### config.mk
export PLATFORM = sky130hd
export DESIGN_NAME = fifo_wr_arb
export DESIGN_NICKNAME = d
export VERILOG_FILES = /design/src/rtl/fifo_wr_arb_pkg.sv /design/src/rtl/fifo_wr_arb_rr_pick2.sv /design/src/rtl/fifo_wr_arb.sv
export SDC_FILE = /design/constraint.sdc
export NUM_CORES = 1
export LEC_CHECK = 0
export ABC_AREA = 1
export ABC_CLOCK_PERIOD_IN_PS = 1400
export BUFFER_PORTS_ARGS = -buffer_cell sky130_fd_sc_hd__buf_2
export CORE_MARGIN = 3
export CORE_UTILIZATION = 38
export CTS_CLUSTER_DIAMETER = 30
export DETAILED_ROUTE_END_ITERATION = 10
export PLACE_DENSITY = 0.79
export RECOVER_POWER = 100
export SLEW_MARGIN = 20
export SYNTH_ARGS = -nofsm -noshare
export SYNTH_HDL_FRONTEND = slang
export SYNTH_SLANG_ARGS = --single-unit
export TNS_END_PERCENT = 30
### constraint.sdc
create_clock -name clk -period 1.4 [get_ports clk]
set_input_delay 0.07 -clock clk [delete_from_list [all_inputs] [get_ports clk]]
set_output_delay 0.07 -clock clk [all_outputs]
set_load 0.01 [all_outputs]
### src/rtl/fifo_wr_arb_pkg.sv
// Shared types and constants for the fifo_wr_arb burst write arbiter.
// Requester indices select bits of the one-hot grant and pick vectors.
package fifo_wr_arb_pkg;

  localparam int DEF_DATA_W = 16;
  localparam int DEF_LEN_W  = 3;

  localparam int REQ0 = 0;
  localparam int REQ1 = 1;

  typedef enum logic {
    IDLE = 1'b0,
    XFER = 1'b1
  } state_t;

endpackage

### src/rtl/fifo_wr_arb_rr_pick2.sv
// Combinational two-way picker. Define FIFO_WR_ARB_PRIO_EN for fixed priority
// (req[0] wins ties); otherwise ties go to the requester not recorded in last.
module rr_pick2
  import fifo_wr_arb_pkg::*;
(
  input  logic [1:0] req,
  input  logic       last,
  output logic [1:0] pick
);

`ifdef FIFO_WR_ARB_PRIO_EN
  logic unused_last;
  assign unused_last = last;
`endif

  always_comb begin
    pick = req;
    if (req == 2'b11) begin
      pick = '0;
`ifdef FIFO_WR_ARB_PRIO_EN
      pick[REQ0] = 1'b1;
`else
      // last == 1 means requester 1 owned the previous grant
      if (last) pick[REQ0] = 1'b1;
      else      pick[REQ1] = 1'b1;
`endif
    end
  end

endmodule

### src/rtl/fifo_wr_arb.sv
// Burst write arbiter sharing one fifo write port between two producers.
// Define FIFO_WR_ARB_PRIO_EN for fixed priority instead of round-robin.
module fifo_wr_arb
  import fifo_wr_arb_pkg::*;
#(
  parameter int DATA_W = DEF_DATA_W,
  parameter int LEN_W  = DEF_LEN_W
) (
  input  logic              clk,
  input  logic              rst,
  input  logic              req0,
  input  logic              req1,
  input  logic [LEN_W-1:0]  len0,
  input  logic [LEN_W-1:0]  len1,
  input  logic [DATA_W-1:0] din0,
  input  logic [DATA_W-1:0] din1,
  output logic              ready0,
  output logic              ready1,
  input  logic              fifo_full,
  output logic              fifo_wr,
  output logic [DATA_W-1:0] fifo_din,
  output logic [1:0]        gnt,
  output logic              busy,
  output logic              done,
  output logic              abort
);

  state_t           state;
  logic [LEN_W-1:0] remain;
  logic             last;
  logic [1:0]       req;
  logic [1:0]       pick;
  logic [1:0]       rdy;
  logic             own_req;

  assign req     = {req1, req0};
  assign rdy     = gnt & req & {2{~fifo_full}};
  assign ready0  = rdy[REQ0];
  assign ready1  = rdy[REQ1];
  assign fifo_wr = |rdy;
  assign own_req = |(gnt & req);

  always_comb begin
    fifo_din = '0;
    if (gnt[REQ0])      fifo_din = din0;
    else if (gnt[REQ1]) fifo_din = din1;
  end

  rr_pick2 u_pick (
    .req  (req),
    .last (last),
    .pick (pick)
  );

`ifdef FIFO_WR_ARB_PRIO_EN
  assign last = 1'b0;
`else
  always_ff @(posedge clk) begin
    if (rst)                         last <= 1'b1;
    else if (state == IDLE && |req)  last <= pick[REQ1];
  end
`endif

  // Grant/transfer control: one whole burst per grant, IDLE gap between bursts
  always_ff @(posedge clk) begin
    if (rst) begin
      state  <= IDLE;
      gnt    <= '0;
      busy   <= 1'b0;
      done   <= 1'b0;
      abort  <= 1'b0;
      remain <= '0;
    end else begin
      done  <= 1'b0;
      abort <= 1'b0;
      case (state)
        IDLE: begin
          if (|req) begin
            state  <= XFER;
            gnt    <= pick;
            busy   <= 1'b1;
            remain <= pick[REQ1] ? len1 : len0;
          end
        end
        XFER: begin
          // Dropped request wins over a full stall
          if (!own_req) begin
            state <= IDLE;
            gnt   <= '0;
            busy  <= 1'b0;
            abort <= 1'b1;
          end else if (fifo_wr) begin
            if (remain == '0) begin
              state <= IDLE;
              gnt   <= '0;
              busy  <= 1'b0;
              done  <= 1'b1;
            end else begin
              remain <= remain - 1'b1;
            end
          end
        end
      endcase
    end
  end

endmodule

==> metrics.csv <==
stage,metric,value,unit
clock_tree,cts_buffers,3,
place,dpl.hpwl,2130,um
clock_tree,path_clk_slew,0.06,ns
sta,relSlewSlack,72.7,%
cells_and_area,fillers,219,
sta,tns,0,ns
detailed_routing,wl,2600,um
synth,synth_area_leader_cell,sky130_fd_sc_hd__nand2_1,
detailed_routing,detailedRoute.firstIterationViolations,39,
outcome,status,completed,
synth,ys.warnings.count,0,
clock_tree,cts-root-to-sink-buffers,2,
sta,final-max-slew-violation-count,0,
sta,achievable_clock_frequency,768,MHz
global_routing,antenna_violations_before_repair,0,
sta,final.min_clock_period,1.30,ns
floorplanning,die_y,52.4,um
sta,grt_setup_unrepaired,false,
synth,synth_nets,192,
global_routing,first_global_vias,986,
sta,finalHoldViolations,0,
synth,yosysSeqAreaShare,24.5,%
worst_hold_path,min-delay-start,rst,
worst_setup_path,critical_path.startpoint_type,flop,
floorplanning,floorplan.die.width,52.4,um
detailed_routing,drt_via_density,4.84,
cells_and_area,final_layout_size_suffix_gt1_share,25.9,%
clock_tree,clock_insertion_delay_worst_skew,0.26,ns
sta,finalHoldWorstSlack,0.0212,ns
detailed_routing,drc,0,
floorplanning,fp.dieArea,0.00275,mm^2
sta,report.final.setup_viol,0,
synth,largest_cells_by_area_after_synthesis,"sky130_fd_sc_hd__nand2_1, sky130_fd_sc_hd__dfxtp_1, sky130_fd_sc_hd__nand3_1",
power_and_ir_drop,pd_cells,771,mW/mm^2
detailed_routing,drt.antenna.violating_nets,0,
synth,post_synth_instance_area,818,um^2
power_and_ir_drop,power.ir.vdd_worst,516,uV
power_and_ir_drop,power.static_leakage,0.684,nW
synth,synth_top_cell_area_share,29.4,%
synth,flip_flop_and_latch_count_after_synthesis,10,
floorplanning,initial_utilization,40.9,%
clock_tree,cts_sinks,10,
clock_tree,cts_root_buffer,sky130_fd_sc_hd__clkbuf_4,
synth,synth_cell_type_count,19,
synth,synth_area_per_cell,5.57,um^2
place,numPortBuffers,66,
cells_and_area,fin_nets,259,
worst_setup_path,timing.rr.start,remain[0],
clock_tree,htree_num_levels,1,
floorplanning,rows,16,
cells_and_area,syn_to_final_growth,41.6,%
cells_and_area,n_antenna_cell,0,
clock_tree,tritoncts,yes,
synth,post_synth_inst_count,147,
global_routing,gr-total-overflow,0,
detailed_routing,wire_per_inst,10.9,um
worst_setup_path,worst_ep_required_time,1.33,ns
global_routing,wire_length_of_the_first_global_routing_pass,3850,um
sta,finClkSkew,0.00582,ns
worst_setup_path,endpoint_kind,output pin,
sta,finalCritPeriodShare,93.0,%
worst_setup_path,path_max_fanout,19,
detailed_routing,routed-via-count,1157,
worst_setup_path,critPathArrivalTime,1.23,ns
worst_setup_path,crit_path_start,gnt[0],
job,drv_cap,0,
place,finalWeightedCongestion,0.860,
floorplanning,core_area,0.00200,mm^2
worst_setup_path,worstSetupPathType,reg2out,
detailed_routing,drtPass1Iterations,4,
global_routing,groute.usage.overall,18.4,%
power_and_ir_drop,post-layout-total-power,0.000894,W
sta,tightest_slew,0.405,ns
global_routing,largest_net_degree_at_the_start_of_global_routing,20,
floorplanning,boundaryPins,67,
worst_hold_path,timing.hold.worst.class,in2reg,
==> routing by layer <==
layer / global-route usage, % / routed length [um]
met4: 8.09 / 27
met2: 37.2 / 1290
met3: 4.27 / 305
met1: 16.8 / 978
met5: 0 / 0
==> power by group <==
part | internal (W) | total (W) | switching (W)
registers | 0.000312 | 0.000330 | 0.0000178
logic | 0.000148 | 0.000371 | 0.000223
clock network | 0.0000991 | 0.000193 | 0.0000937
==> final timing paths <==
check / end / slack, ns / cells past startpoint
max: fifo_din[1] / 0.1 / 5
min: gnt[0] / 0.02 / 2
max reg2reg: busy / 0.17 / 9
min reg2reg: busy / 0.47 / 2
==> cells in the mapped netlist <==
library cell and number:
sky130_fd_sc_hd__nand3_2 1, sky130_fd_sc_hd__nand2_2 1, sky130_fd_sc_hd__inv_2 2, sky130_fd_sc_hd__buf_6 1, sky130_fd_sc_hd__o21ai_1 2, sky130_fd_sc_hd__clkbuf_1 2
sky130_fd_sc_hd__inv_1 12, sky130_fd_sc_hd__nand2_1 64, sky130_fd_sc_hd__a21oi_1 5, sky130_fd_sc_hd__ha_1 2, sky130_fd_sc_hd__o211ai_1 1, sky130_fd_sc_hd__nor2_1 11
sky130_fd_sc_hd__o21ai_0 1, sky130_fd_sc_hd__nand3_1 25, sky130_fd_sc_hd__dfxtp_1 10, sky130_fd_sc_hd__buf_2 1, sky130_fd_sc_hd__xor2_1 1, sky130_fd_sc_hd__nand3b_1 2
sky130_fd_sc_hd__buf_4 3
==> sequential cells by signal (all words and copies together) (netlist names) <==
signal / flops
abort: 1
gnt: 2
busy: 1
last: 1
done: 1
remain: 3
state: 1
==> repair_timing <==
action                     in CTS  in global routing
buffers inserted                0                  0
gates resized for setup         1                  1
pin swaps                       0                  0
setup endpoints to repair       1                  3
gates cloned                    0                  0
hold buffers                    0                  0
==> stage by stage <==
stage	setup slack [ns]	instances	instance area (um^2)	util, %
global placement	0.258	236	1160	57.9
CTS	0.0374	239	1180	59.1
global route	0.0237	239	1160	57.9
finish	0.0979	239	1160	57.9
floorplan	0.278	147	818	-
detailed placement	0.186	236	1160	57.9
==> cells in the final DEF (no fill, tap or decap), types with 2 or more instances in the layout <==
cell type	instances
sky130_fd_sc_hd__dfxtp_1	10
sky130_fd_sc_hd__inv_1	12
sky130_fd_sc_hd__a21oi_1	5
sky130_fd_sc_hd__nand2_1	64
sky130_fd_sc_hd__ha_1	2
sky130_fd_sc_hd__clkbuf_1	21
sky130_fd_sc_hd__nand3_1	25
sky130_fd_sc_hd__clkbuf_4	3
sky130_fd_sc_hd__nor2_1	11
sky130_fd_sc_hd__nand3b_1	2
sky130_fd_sc_hd__o21ai_0	2
sky130_fd_sc_hd__clkbuf_2	2
sky130_fd_sc_hd__buf_2	44
==> final cells by class <==
type	instances	area, um^2	area share, %
flip-flops and latches	10	200	17.3
multi-input cells	116	519	44.8
well taps	27	33.8	2.92
repair buffers	69	328	28.3
inverters	14	55.1	4.75
clock buffers	3	22.5	1.94
==> critical path, stage by stage (launching register included) <==
cell	delay, ns
sky130_fd_sc_hd__dfxtp_1	0.34
sky130_fd_sc_hd__buf_6	0.17
sky130_fd_sc_hd__inv_4	0.14
sky130_fd_sc_hd__nand3_1	0.08
sky130_fd_sc_hd__nand2_1	0.08
sky130_fd_sc_hd__clkbuf_1	0.15
==> logic make-up after synthesis <==
group	Yosys count	share of synthesized area [%]
xor+xnor	1	1.07
simple gates	104	53.5
flops	10	24.5
fa+ha+maj	2	3.06
buf+inv	21	12.1
compound gates	9	5.81
Power figures use the tool's default switching activity.
